File: src/rtl/child_rr_scheduler_if.sv
`default_nettype none
// ============================================================================
// Module      : child_rr_scheduler_if
// Description : Request/grant bundle between the five child instances and the
//               shared-resource round-robin scheduler.
// Revision    : 1.0 - initial release
// ============================================================================
interface child_rr_scheduler_if #(
  parameter int NUM_REQ = 5
);

  // Per-child request level and completion pulse
  logic [NUM_REQ-1:0] req;
  logic [NUM_REQ-1:0] done;

  // Grant side, all register-driven by the scheduler
  logic [NUM_REQ-1:0] gnt;
  logic               gnt_valid;
  logic [2:0]         gnt_id;
  logic               timeout_pulse;
  logic               busy;

  // Children side: raise requests, consume grants
  modport master (
    output req,
    output done,
    input  gnt,
    input  gnt_valid,
    input  gnt_id,
    input  timeout_pulse,
    input  busy
  );

  // Scheduler side: observe requests, drive grants
  modport slave (
    input  req,
    input  done,
    output gnt,
    output gnt_valid,
    output gnt_id,
    output timeout_pulse,
    output busy
  );

endinterface
`default_nettype wire

File: src/rtl/child_rr_scheduler.sv
`default_nettype none
// ============================================================================
// Module      : child_rr_scheduler
// Description : Round-robin scheduler sharing one resource among five
//               children. One grant at a time, held until done, request
//               withdrawal or hold timeout, followed by one dead cycle in
//               which priority rotates past the last winner.
// Revision    : 1.0 - initial release
// ============================================================================
module child_rr_scheduler #(
  parameter int NUM_REQ = 5,
  parameter int TIMEOUT = 16,
  parameter int CW      = 8
) (
  input  logic                 clk,
  input  logic                 rst_n,
  child_rr_scheduler_if.slave  bus
);

  // --------------------------------------------------------------------------
  // Constants
  // --------------------------------------------------------------------------
  localparam logic [2:0]         c_LAST_IDX = 3'(NUM_REQ - 1);
  localparam logic [NUM_REQ-1:0] c_ONE_HOT0 = NUM_REQ'(1);
  // The counter holds 0 in the first grant cycle; the grant is revoked on the
  // edge where it would reach TIMEOUT-1, so the grant lasts TIMEOUT-1 cycles.
  localparam logic [CW-1:0]      c_CNT_LAST = CW'(TIMEOUT - 2);

  // --------------------------------------------------------------------------
  // State encoding
  // --------------------------------------------------------------------------
  typedef enum logic [1:0] {
    S_IDLE    = 2'd0,
    S_GRANT   = 2'd1,
    S_RELEASE = 2'd2
  } state_t;

  // --------------------------------------------------------------------------
  // Registers
  // --------------------------------------------------------------------------
  state_t             r_state;
  logic [2:0]         r_ptr;
  logic [CW-1:0]      r_cnt;
  logic [NUM_REQ-1:0] r_gnt;
  logic               r_gnt_valid;
  logic [2:0]         r_gnt_id;
  logic               r_timeout_pulse;
  logic               r_busy;

  // --------------------------------------------------------------------------
  // Next-state wires
  // --------------------------------------------------------------------------
  state_t             w_state_nxt;
  logic [2:0]         w_ptr_nxt;
  logic [CW-1:0]      w_cnt_nxt;
  logic [NUM_REQ-1:0] w_gnt_nxt;
  logic               w_gnt_valid_nxt;
  logic [2:0]         w_gnt_id_nxt;
  logic               w_timeout_pulse_nxt;
  logic               w_busy_nxt;

  logic [3:0]         w_pick;
  logic               w_pick_found;
  logic [2:0]         w_pick_id;
  logic               w_any_req;
  logic               w_finish;
  logic               w_expire;
  logic [2:0]         w_ptr_after;

  // --------------------------------------------------------------------------
  // Round-robin pick: scan upward from start with wrap, first set request
  // wins. Returns {found, index}.
  // --------------------------------------------------------------------------
  function automatic logic [3:0] rr_pick(
    input logic [NUM_REQ-1:0] req_v,
    input logic [2:0]         start
  );
    logic [3:0] result;
    logic [2:0] idx;
    int         pos;
    result = 4'd0;
    for (int i = 0; i < NUM_REQ; i++) begin
      pos = (int'(start) + i) % NUM_REQ;
      idx = 3'(pos);
      if (!result[3] && req_v[idx]) begin
        result = {1'b1, idx};
      end
    end
    return result;
  endfunction

  // Arbitration result and grant-exit conditions for the current cycle
  always_comb begin
    w_pick       = rr_pick(bus.req, r_ptr);
    w_pick_found = w_pick[3];
    w_pick_id    = w_pick[2:0];
    w_any_req    = |bus.req;
    // Only the granted child's done/request bits matter
    w_finish     = bus.done[r_gnt_id] | ~bus.req[r_gnt_id];
    w_expire     = (r_cnt == c_CNT_LAST);
    w_ptr_after  = (r_gnt_id == c_LAST_IDX) ? 3'd0 : (r_gnt_id + 3'd1);
  end

  // Next-state and next-output logic of the IDLE/GRANT/RELEASE machine
  always_comb begin
    w_state_nxt         = r_state;
    w_ptr_nxt           = r_ptr;
    w_cnt_nxt           = r_cnt;
    w_gnt_nxt           = r_gnt;
    w_gnt_id_nxt        = r_gnt_id;
    w_timeout_pulse_nxt = 1'b0;

    case (r_state)
      S_IDLE: begin
        if (w_any_req && w_pick_found) begin
          w_state_nxt  = S_GRANT;
          w_gnt_nxt    = c_ONE_HOT0 << w_pick_id;
          w_gnt_id_nxt = w_pick_id;
          w_cnt_nxt    = '0;
        end
      end

      S_GRANT: begin
        if (w_finish || w_expire) begin
          // Done or withdrawal outranks the timeout: no pulse if they coincide
          w_state_nxt         = S_RELEASE;
          w_gnt_nxt           = '0;
          w_ptr_nxt           = w_ptr_after;
          w_cnt_nxt           = '0;
          w_timeout_pulse_nxt = ~w_finish;
        end else begin
          w_cnt_nxt = r_cnt + CW'(1);
        end
      end

      S_RELEASE: begin
        // r_ptr already points past the previous winner here
        if (w_any_req && w_pick_found) begin
          w_state_nxt  = S_GRANT;
          w_gnt_nxt    = c_ONE_HOT0 << w_pick_id;
          w_gnt_id_nxt = w_pick_id;
          w_cnt_nxt    = '0;
        end else begin
          w_state_nxt = S_IDLE;
        end
      end

      default: begin
        w_state_nxt = S_IDLE;
        w_gnt_nxt   = '0;
        w_cnt_nxt   = '0;
      end
    endcase

    w_gnt_valid_nxt = |w_gnt_nxt;
    w_busy_nxt      = (w_state_nxt != S_IDLE);
  end

  // State and output registers with synchronous active-low reset
  always_ff @(posedge clk) begin
    if (!rst_n) begin
      r_state         <= S_IDLE;
      r_ptr           <= 3'd0;
      r_cnt           <= '0;
      r_gnt           <= '0;
      r_gnt_valid     <= 1'b0;
      r_gnt_id        <= 3'd0;
      r_timeout_pulse <= 1'b0;
      r_busy          <= 1'b0;
    end else begin
      r_state         <= w_state_nxt;
      r_ptr           <= w_ptr_nxt;
      r_cnt           <= w_cnt_nxt;
      r_gnt           <= w_gnt_nxt;
      r_gnt_valid     <= w_gnt_valid_nxt;
      r_gnt_id        <= w_gnt_id_nxt;
      r_timeout_pulse <= w_timeout_pulse_nxt;
      r_busy          <= w_busy_nxt;
    end
  end

  // --------------------------------------------------------------------------
  // Outputs come straight from registers
  // --------------------------------------------------------------------------
  assign bus.gnt           = r_gnt;
  assign bus.gnt_valid     = r_gnt_valid;
  assign bus.gnt_id        = r_gnt_id;
  assign bus.timeout_pulse = r_timeout_pulse;
  assign bus.busy          = r_busy;

endmodule
`default_nettype wire
File: src/flat_wrapper.sv
// flat-port wrapper written by rule: the top's interface ports become plain ports
module child_rr_scheduler_flat 
#(
  parameter int NUM_REQ = 5,
  parameter int TIMEOUT = 16,
  parameter int CW      = 8
)
  (clk, rst_n, bus_req, bus_done, bus_gnt, bus_gnt_valid, bus_gnt_id, bus_timeout_pulse, bus_busy);
  child_rr_scheduler_if #(.NUM_REQ(NUM_REQ)) bus_i ();
  input  logic clk;
  input  logic rst_n;
  input wire logic [$bits(bus_i.req)-1:0] bus_req;
  input wire logic [$bits(bus_i.done)-1:0] bus_done;
  output wire logic [$bits(bus_i.gnt)-1:0] bus_gnt;
  output wire logic [$bits(bus_i.gnt_valid)-1:0] bus_gnt_valid;
  output wire logic [$bits(bus_i.gnt_id)-1:0] bus_gnt_id;
  output wire logic [$bits(bus_i.timeout_pulse)-1:0] bus_timeout_pulse;
  output wire logic [$bits(bus_i.busy)-1:0] bus_busy;
  assign bus_i.req = bus_req;
  assign bus_i.done = bus_done;
  assign bus_gnt = bus_i.gnt;
  assign bus_gnt_valid = bus_i.gnt_valid;
  assign bus_gnt_id = bus_i.gnt_id;
  assign bus_timeout_pulse = bus_i.timeout_pulse;
  assign bus_busy = bus_i.busy;
  child_rr_scheduler #(.NUM_REQ(NUM_REQ), .TIMEOUT(TIMEOUT), .CW(CW)) u_core (.clk(clk), .rst_n(rst_n), .bus(bus_i));
endmodule
File: config.mk
export PLATFORM = sky130hd
export DESIGN_NAME = child_rr_scheduler_flat
export DESIGN_NICKNAME = d
export VERILOG_FILES = /design/src/rtl/child_rr_scheduler_if.sv /design/src/rtl/child_rr_scheduler.sv /design/src/flat_wrapper.sv
export SDC_FILE = /design/constraint.sdc
export NUM_CORES = 1
export LEC_CHECK = 0
export ABC_AREA = 1
export BUFFER_PORTS_ARGS = -buffer_cell sky130_fd_sc_hd__buf_2
export CORE_MARGIN = 2
export CORE_UTILIZATION = 57
export DETAILED_ROUTE_END_ITERATION = 7
export GPL_TIMING_DRIVEN = 0
export PLACE_DENSITY = 0.83
export SYNTH_ARGS = -nofsm -noshare
export SYNTH_HDL_FRONTEND = slang
export SYNTH_SLANG_ARGS = --single-unit
File: constraint.sdc
create_clock -name clk -period 5.4 [get_ports clk]
set_input_delay 0.27 -clock clk [delete_from_list [all_inputs] [get_ports clk]]
set_output_delay 0.27 -clock clk [all_outputs]
set_load 0.01 [all_outputs]
-- Yosys cells after proc, flatten, opt, wreduce, memory -nomap -nowiden
Cells that the tools add are included.
- output and inout port bits: 11
- logic and storage cells: 82
- bits in registers: 24
- bits of input ports: 12
- reduce and logical (&&, ||, !) cells: 18
- $add $sub $neg: 6
- order comparisons: 6
- equality and inequality tests: 5
- bitwise gates (word level): 3
- div/mod/pow operators: 5
- muxes and demuxes: 30
- shift-type cells: 1
- operators by type and width (operator ; count):
    remainder unit 32 x 4 -> 32 bit (second input constant) ; 4
    remainder unit 4 x 4 -> 32 bit (second input constant) ; 1
    less-than comparator 3 x 4 -> 1 bit (second input constant) ; 6
    binary-select mux 1 bit (select 3 bit) ; 7
    2-to-1 mux 4 bit ; 5
    2-to-1 mux 8 bit ; 2
    one-hot mux 8 bit (2 select lines) ; 1
    2-to-1 mux 5 bit ; 2
    one-hot mux 5 bit (2 select lines) ; 1
    OR reduction 5 bit ; 2
    adder 3 x 2 -> 4 bit (second input constant) ; 2
    adder 8 x 1 -> 8 bit (second input constant) ; 1
    equality test 8 x 4 -> 1 bit (second input constant) ; 1
    2-to-1 mux 1 bit ; 8
    one-hot mux 2 bit (3 select lines) ; 1
    logical AND 1 bit ; 5
    << shifter 1 x 3 -> 5 bit (first input constant) ; 1
    adder 3 x 1 -> 4 bit (second input constant) ; 1
    adder 3 x 3 -> 4 bit (second input constant) ; 1
    logical NOT 1 bit ; 4
    2-to-1 mux 2 bit ; 2
    AND reduction 2 bit ; 2
    adder 3 x 1 -> 3 bit (second input constant) ; 1
    equality test 3 bit (second input constant) ; 1
    11 further kinds ; 12

-- Logic depth before layout (Yosys ltp)
Gate-level depths: netlist of run 1.
- depth after elaboration: 20
- mapped depth: 34
- mapped depth without buffers: 33

-- Worst setup path before layout of run 1
OpenSTA, ideal clock, no wires.
- kind: register to register
- start point: register u_core.r_ptr[0]
- end point: register u_core.r_gnt_valid, in the netlist u_core.bus.gnt_valid
- path buffers: 1
- stages on the path, launching flop included: 31
- data required time: 5.291 ns
- period minus slack after synthesis: 3.572 ns
- setup time: 0.109 ns
- arrival: 3.463 ns
- slack: 1.828 ns
- path through: dfxtp_1 -> buf_4 -> inv_2 -> ha_1 -> inv_1 -> ha_1 -> inv_1 -> ha_1 -> nor2_1 -> nand2_1 -> nand2_1 -> nand2_1 -> nand2_1 -> ha_1 -> nand2_1 -> nand2_1 -> nand2_2 -> nand2_1 -> nand2_1 -> nand3_1 -> nand2_1 -> nand2_1 -> nand2_2 -> nor3_4 -> nor2_4 -> inv_2 -> nor2_1 -> a21boi_1 -> nand3_1 -> nand2_1 -> inv_1
- cells in the longest elaborated chain, start to end: 20
- elaborated cells on any way between the ends: 37
- classes of those cells: add/sub: 4; div: 5; shift: 1; mux: 17; reduce/logical: 10
- ends and longest elaborated chain (element ; line ; RTL):
    start: declaration ; child_rr_scheduler.sv:42 ; logic [2:0] r_ptr;
    start signal: assignment ; child_rr_scheduler.sv:172 ; r_ptr <= w_ptr_nxt;
    branches (longest 15 deep; another with remainder unit 32 x 4 -> 32 bit) ; - ;
    2-to-1 mux 4 bit * ; child_rr_scheduler.sv:85 ; if (!result[3] && req_v[idx]) begin
    << shifter 1 x 3 -> 5 bit or logical AND 1 bit (tied branches) ; - ;
    2-to-1 mux 5 bit * ; child_rr_scheduler.sv:115, child_rr_scheduler.sv:138 ;
    one-hot mux 5 bit (2 select lines) * ; child_rr_scheduler.sv:113 ; case (r_state)
    OR reduction 5 bit * ; child_rr_scheduler.sv:155 ; w_gnt_valid_nxt = |w_gnt_nxt;
    end signal: assignment ; child_rr_scheduler.sv:175 ; r_gnt_valid <= w_gnt_valid_nxt;
    end: declaration ; child_rr_scheduler.sv:45 ; logic r_gnt_valid;
Every way passes the cells marked *. The select of a mux whose other input is x is not followed.
A chain may end at the register's enable or synchronous reset.

-- Worst setup path in the final report of run 1
Ends and elaborated chain as after synthesis.

==> qor.csv, run 1 <==
metric,value,unit
dpl hpwl,4830,um
clk sinks,24,
Chip Height,70.6,um
largest net degree at the start of global routing,15,
Post-Synth Adder-Cell Area,10.9,%
setup TNS,0,ns
max_slew headroom,62.0,%
depth of the CTS H-tree,1,
DRT iter0 DRCs,117,
Starting Density,58.5,%
CTS Buf Count,3,
Mapped Nets,445,
Unique masters post-synth,34,
Arrival @ worst endpoint,4.42,ns
simple-gate share of the synthesized area,43.4,%
Clock Path Buffers,2,
drt pass-1 iters,5,
"Reg clk slew, reported paths",0.09,ns
die area,4990,sq um
share of post-route cells with drive strength above 1,16.2,%
GRT Resource Usage Total,25.1,%
Area Growth Syn to Fin,9.75,%
Core Footprint,4320,sq um
final setup skew,0.00639,ns
PortBufs,22,
critical path capture point type,flip-flop,
final slew viol count,0,
gp weighted congestion,0.901,
max_cap viols,0,
CP Launch Type,flip-flop,
max incr delay on CP,0.38,ns
CTS Root Cell,clkbuf_8,
Nets,472,
CTS tree,yes,
outcome,completed,
worst hold path type,in2reg,
Vias,2658,
area of the mapped netlist,2530,sq um
Yosys warning count,0,
Mapped Cells,411,
Fin. Hold Viols,0,
WS Path Type,reg2reg,
first-pass GRT wire length,10300,um
CP dominant cell by count,nand2_1,
initial antenna violation count,0,
RSZ-0062 raised after global routing,false,
met3 WL post-DR,291,um
worst-path maximum fanout,11,
drt drc,0,
postcts setup bufs,0,
Final Cycle Share,78.6,%
DR top layer,met4,
worst hold margin,0.299,ns
placed standard-cell area,2700,sq um
CTS Hold Bufs,0,
post-synthesis mux area share,0,%
total grt overflow,0,
die width,70.6,um
fin area,2780,sq um
worst skew pair latency,0.27,ns
post-route minimum period,4.24,ns
I/O pin count,23,
ANT cells,0,
Setup WS post-layout,1.16,ns
num rows,24,
DR WL/cell,12.2,um
largest family of logic cells by synthesized area,simple AND/OR/NAND/NOR gates,
xor-xnor portion of the synthesized cell area,2.77,%
routed vias/inst,5.44,
Synth Register Bits,24,
sequential share of the synthesized area,19.0,%
pre-CTS setup slack,1.18,ns
vias in the first global route,2583,
syn avg cell area,6.15,sq um
"Max stage delay cell, worst path",dfxtp_1,
CP required,5.58,ns
DR WL met2,3060,um
met1 wire length,2500,um
final setup vio count,0,
post-cts sizing count,0,
Detail Route Antenna Nets,0,
Worst-Margin Slew,0.565,ns
Post-Route WL,5980,um
post-synthesis compound-gate area fraction,12.8,%
fmax,0.236,GHz
==> through the flow <==
stage,utilization [%],instances
floorplan,-,411
global placement,62.5,485
detailed placement,62.5,485
CTS,64.2,489
global route,64.2,489
finish,64.2,489
==> path summary, 6_finish.rpt <==
path                                                    from                         endpoint  slack [ns]  depth (start not counted)
worst max-delay path            u_core.r_ptr[0]$_SDFFE_PN0P_  u_core.bus.gnt_valid$_SDFF_PN0_        1.16                         30
worst min-delay path                                   rst_n  u_core.bus.gnt_valid$_SDFF_PN0_        0.30                          3
worst max register to register  u_core.r_ptr[0]$_SDFFE_PN0P_  u_core.bus.gnt_valid$_SDFF_PN0_        1.16                         30
worst min register to register  u_core.r_cnt[5]$_SDFFE_PN0P_     u_core.r_cnt[5]$_SDFFE_PN0P_        0.49                          2
==> cells in the mapped netlist (all sizes together) <==
cell    instances  share of area, %
clkinv          1              0.15
nor3            5               1.4
a21oi          30               6.4
inv            70                10
a221oi          1              0.35
nand3          44                10
xor2            8               2.8
o21ai          18               3.7
ha             22                11
dfxtp          24                19
a211oi          3              0.89
nor2           33               6.0
nand3b          3              0.89
or2             3              0.74
a21boi          1              0.30
nand2         125                21
nor4            1              0.25
buf             1              0.30
nand4          12               3.0
clkbuf          2              0.30
o211ai          4               1.2
==> cell families after synthesis <==
logic type      count (synthesis)
simple gates                  226
buf+inv                        74
compound gates                 57
flops                          24
fa+ha+maj                      22
xor+xnor                        8
==> sequential cells by signal (all words and copies together) (netlist names) <==
name	cells
u_core.bus.busy	1
u_core.bus.gnt	5
u_core.bus.gnt_id	3
u_core.bus.gnt_valid	1
u_core.bus.timeout_pulse	1
u_core.r_cnt	8
u_core.r_ptr	3
u_core.r_state	2
==> placed cells by master, fill, tap and decap left out <==
cell type / n
inv_1: 63
clkbuf_1: 2
bufinv_16: 1
or2_0: 1
a21oi_1: 27
a221oi_1: 1
nand3_4: 1
a21boi_1: 1
or2_1: 1
xor2_1: 8
nand2_1: 107
nor2_4: 2
or2_2: 1
a21oi_2: 3
nor2_2: 5
nor2_1: 26
nand3_2: 5
ha_1: 22
nor3_4: 1
nor4_1: 1
o211ai_1: 4
a211oi_1: 3
o21ai_0: 16
nand3_1: 38
inv_2: 7
nand2_4: 3
o21ai_1: 1
clkinv_1: 1
nand2_2: 15
buf_4: 1
nand3b_1: 3
clkbuf_8: 3
nand4_1: 12
buf_2: 22
o21ai_2: 1
nor3_1: 4
dfxtp_1: 24
==> layout make-up <==
cell class                 count  area, sq um
sequential                    24          480
clock inverter                 1         30.0
tap                           52         65.1
buffer                         3         15.0
timing repair buffer          22          110
clock buffer                   3         41.3
inverter                      71          267
fill                         428         1550
multi-input combinational    313         1770
==> worst max-delay path, delay by kind of cell (launching register included) <==
kind,cells,cell delay [ns]
fa+ha+maj,4,0.94
buf+inv,6,0.69
simple gates,19,1.95
compound gates,1,0.18
flops,1,0.38
==> layer usage <==
metal / vias up / GRT usage [%]
li1: 1377 / -
met5: - / 0
met1: 1200 / 28.3
met3: 11 / 2.28
met2: 70 / 47.5
met4: 0 / 11.3
Power of run 1 is left out: the tool's default activity adds up to more than one toggle a clock period on the data nets, which glitch-free logic cannot reach.
==> run 2: changes to the inputs <==
--- a/config.mk
+++ b/config.mk
@@ -5,7 +5,7 @@
 export SDC_FILE = /design/constraint.sdc
 export NUM_CORES = 1
 export LEC_CHECK = 0
-export ABC_AREA = 1
+export ABC_AREA = 0
 export BUFFER_PORTS_ARGS = -buffer_cell sky130_fd_sc_hd__buf_2
 export CORE_MARGIN = 2
 export CORE_UTILIZATION = 57
==> constraint.sdc (replaced) <==
create_clock -name clk -period 4 [get_ports clk]
set_input_delay 0.2 -clock clk [delete_from_list [all_inputs] [get_ports clk]]
set_output_delay 0.2 -clock clk [all_outputs]
set_load 0.01 [all_outputs]
==> run 2 against run 1 <==
Against the previous run:
- the run now ends with setup timing left
- worst hold slack worse by 0.060 ns
- global-route usage increased by 4.5 points
- sequential share of layout area is 3.2 points lower
- maximum frequency rose by 1.4%
- synthesized cell count shrank 14%
- wire length is 55% higher
- clock-buffer cell count grew 1
- clock skew down 0.0043 ns
- utilization increased by 14 points
- area after synthesis increased by 6.2%
- via count rose by 20%
==> qor.csv, run 2 <==
metric,value,unit
Biggest register,u_core.r_cnt,
dpl hpwl,5110,um
pre-CTS setup slack,-0.789,ns
worst skew pair latency,0.28,ns
drt pass-1 iters,6,
final core utilization,78.4,%
worst-path maximum fanout,5,
clk sinks,24,
die width,72.6,um
Setup WS post-layout,-0.182,ns
DR WL/cell,20.2,um
DRT iter0 DRCs,625,
"Reg clk slew, reported paths",0.08,ns
CP required,4.20,ns
ANT cells,0,
Logic pwr share,83.1,%
worst hold margin,0.239,ns
Worst-Margin Slew,0.818,ns
CTS Root Cell,clkbuf_8,
CTS Buf Count,3,
Reg2Reg Depth,20,
gp weighted congestion,0.922,
Nets,441,
depth of the CTS H-tree,1,
RSZ-0062 raised after global routing,true,
GRT Resource Usage Total,29.6,%
sequential share of the synthesized area,17.9,%
LEAKAGE,1.41,nW
Synth Register Bits,24,
Sw Ratio,51.2,%
final setup vio count,18,
max FFs per register,8,
Clock Power Share,5.4,%
drt drc,0,
Clock Path Buffers,2,
max_slew headroom,45.4,%
worst r2r src,u_core.r_ptr[1]$_SDFFE_PN0P_,
Area Growth Syn to Fin,29.7,%
PortBufs,18,
Synth area leaders,"dfxtp_1 (18%), ha_1 (10%), mux2i_1 (6.3%)",
first-pass GRT wire length,12500,um
total grt overflow,0,
Hold Path Cell Cnt,2,
Mapped Nets,386,
WS Path Type,reg2reg,
sequential share of power,11.5,%
Chip Height,72.6,um
Vias,3182,
Fin. Hold Viols,0,
min-delay src,rst_n,
Psw,1.58,mW
area of the mapped netlist,2690,sq um
critical path startpoint,u_core.r_ptr[1]$_SDFFE_PN0P_,
failing checks,setup timing,
Starting Density,60.4,%
"commonest non-fill, non-tap cell in the layout",buf_4,
outcome,"finished, violations left",
Unique masters post-synth,64,
most instantiated cells after synthesis,"o21ai_0 (25), a21oi_1 (24), dfxtp_1 (24)",
num rows,24,
I/O pin count,23,
"commonest non-fill, non-tap cells in the layout","buf_4 (32), dfxtp_1 (21), nand2_1 (20), nor2_1 (20)",
reg-to-reg endpoint,u_core.r_cnt[3]$_SDFFE_PN0P_,
Final Cycle Share,105,%
Synth Flop Type,dfxtp_1,
pwr dens,889,nW/um^2
Detail Route Antenna Nets,0,
CTS tree,yes,
Arrival @ worst endpoint,4.38,ns
fmax,0.239,GHz
Post-synth EDFFs,0,
die area,5280,sq um
syn avg cell area,7.63,sq um
initial antenna violation count,0,
Core Footprint,4440,sq um
Yosys warning count,0,
worst hold path type,in2reg,
share of post-route cells with drive strength above 1,30.3,%
internal power,1.51,mW
Synth top area share,17.9,%
critical path capture point type,flip-flop,
maximum vdd drop,0.627,mV
largest net degree at the start of global routing,14,
routed vias/inst,6.95,
Post-Route WL,9250,um
max_cap viols,0,
post-route minimum period,4.18,ns
final slew viol count,0,
top-count cell post-synth,o21ai_0,
Yosys top cell by area,dfxtp_1,
setup TNS,-1.75,ns
final setup skew,0.00213,ns
Worst Hold Path EP,u_core.r_ptr[1]$_SDFFE_PN0P_,
Mapped Cells,352,
CP Launch Type,flip-flop,
Synth async-reset ratio,0,%
vias in the first global route,2593,
R2R setup slack,-0.18,ns
==> run 2: changes by cell type after synthesis, sizes merged, moves of 7 or more <==
cell and delta:
mux2i +17, nand4 -9, o21ai +7, inv -47
a21boi +8, xnor2 +7, clkbuf +10, nand3 -31
nand2b +8, nor2b +15, nand2 -103, nor2 -13
==> run 2: cells by family after synthesis <==
| group | share of synthesized area (%) |
|---|---|
| buf+inv | 6.15 |
| xor+xnor | 2.94 |
| flops | 17.9 |
| simple gates | 26.6 |
| fa+ha+maj | 10.3 |
| compound gates | 26.5 |
| mux | 9.69 |
==> run 2: layout make-up <==
| class | instances | area, sq um |
|---|---|---|
| buffer | 16 | 104 |
| clock buffer | 4 | 55.1 |
| fill | 281 | 961 |
| inverter | 24 | 106 |
| multi-input combinational | 287 | 2320 |
| sequential | 24 | 492 |
| tap | 52 | 65.1 |
| timing repair buffer | 51 | 345 |
==> run 2: critical path, cell delays in order (launching register included) <==
cell,delay (ns)
dfxtp_4,0.37
buf_12,0.13
clkinvlp_4,0.10
ha_4,0.18
inv_4,0.05
ha_4,0.28
inv_4,0.04
ha_4,0.17
nor3_4,0.30
or3_4,0.23
nand2_4,0.08
ha_4,0.17
nand2b_4,0.13
a22oi_2,0.26
mux2i_2,0.30
o22ai_2,0.14
a311oi_2,0.36
nor3b_4,0.37
buf_6,0.18
o21ai_2,0.06
a21boi_1,0.18
==> run 2: timing repair <==
item / in CTS / in global routing
gates resized for setup: 33 / 55
setup endpoints to repair: 19 / 19
pin swaps: 8 / 26
hold buffers: 0 / 0
cloned: 0 / 1
setup buffers: 16 / 16
==> run 2: power by group through the flow <==
stage | clock network [mW] | registers (mW) | logic [mW]
3_5_place_dp | 0 | 0.364 | 1.78
4_1_cts | 0.169 | 0.360 | 2.07
2_1_floorplan | 0 | 0.362 | 1.41
6_report | 0.168 | 0.355 | 2.58
3_3_place_gp | 0 | 0.361 | 1.73
5_1_grt | 0.173 | 0.360 | 2.71
==> run 2: how the worst max path moves through the flow <==
stage,to,slack (ns)
after floorplan,u_core.bus.gnt[3]$_SDFF_PN0_,0.004
after global placement,u_core.bus.gnt[3]$_SDFF_PN0_,-0.70
after detailed placement,u_core.r_cnt[4]$_SDFFE_PN0P_,-0.79
after CTS,u_core.r_cnt[2]$_SDFFE_PN0P_,0.04
after global routing,u_core.r_cnt[3]$_SDFFE_PN0P_,-0.31
final,u_core.r_cnt[3]$_SDFFE_PN0P_,-0.18
==> run 2: metal layers <==
layer / track usage (%) / vias to the layer above / part of all wire, %
met5: 0 / - / 0
met4: 8.23 / 0 / 5.8
met3: 5.25 / 58 / 10
met2: 46.1 / 241 / 46
met1: 42.1 / 1465 / 38
li1: - / 1418 / -
==> run 2: stage by stage <==
step / std cells / total power [mW] / area [sq um]
after floorplan: 352 / 1.77 / 2750
after global placement: 422 / 2.09 / 2910
after detailed placement: 422 / 2.14 / 2910
after CTS: 442 / 2.60 / 3210
after global routing: 458 / 3.24 / 3480
final: 458 / 3.10 / 3480
(Power assumes the default switching activity.)
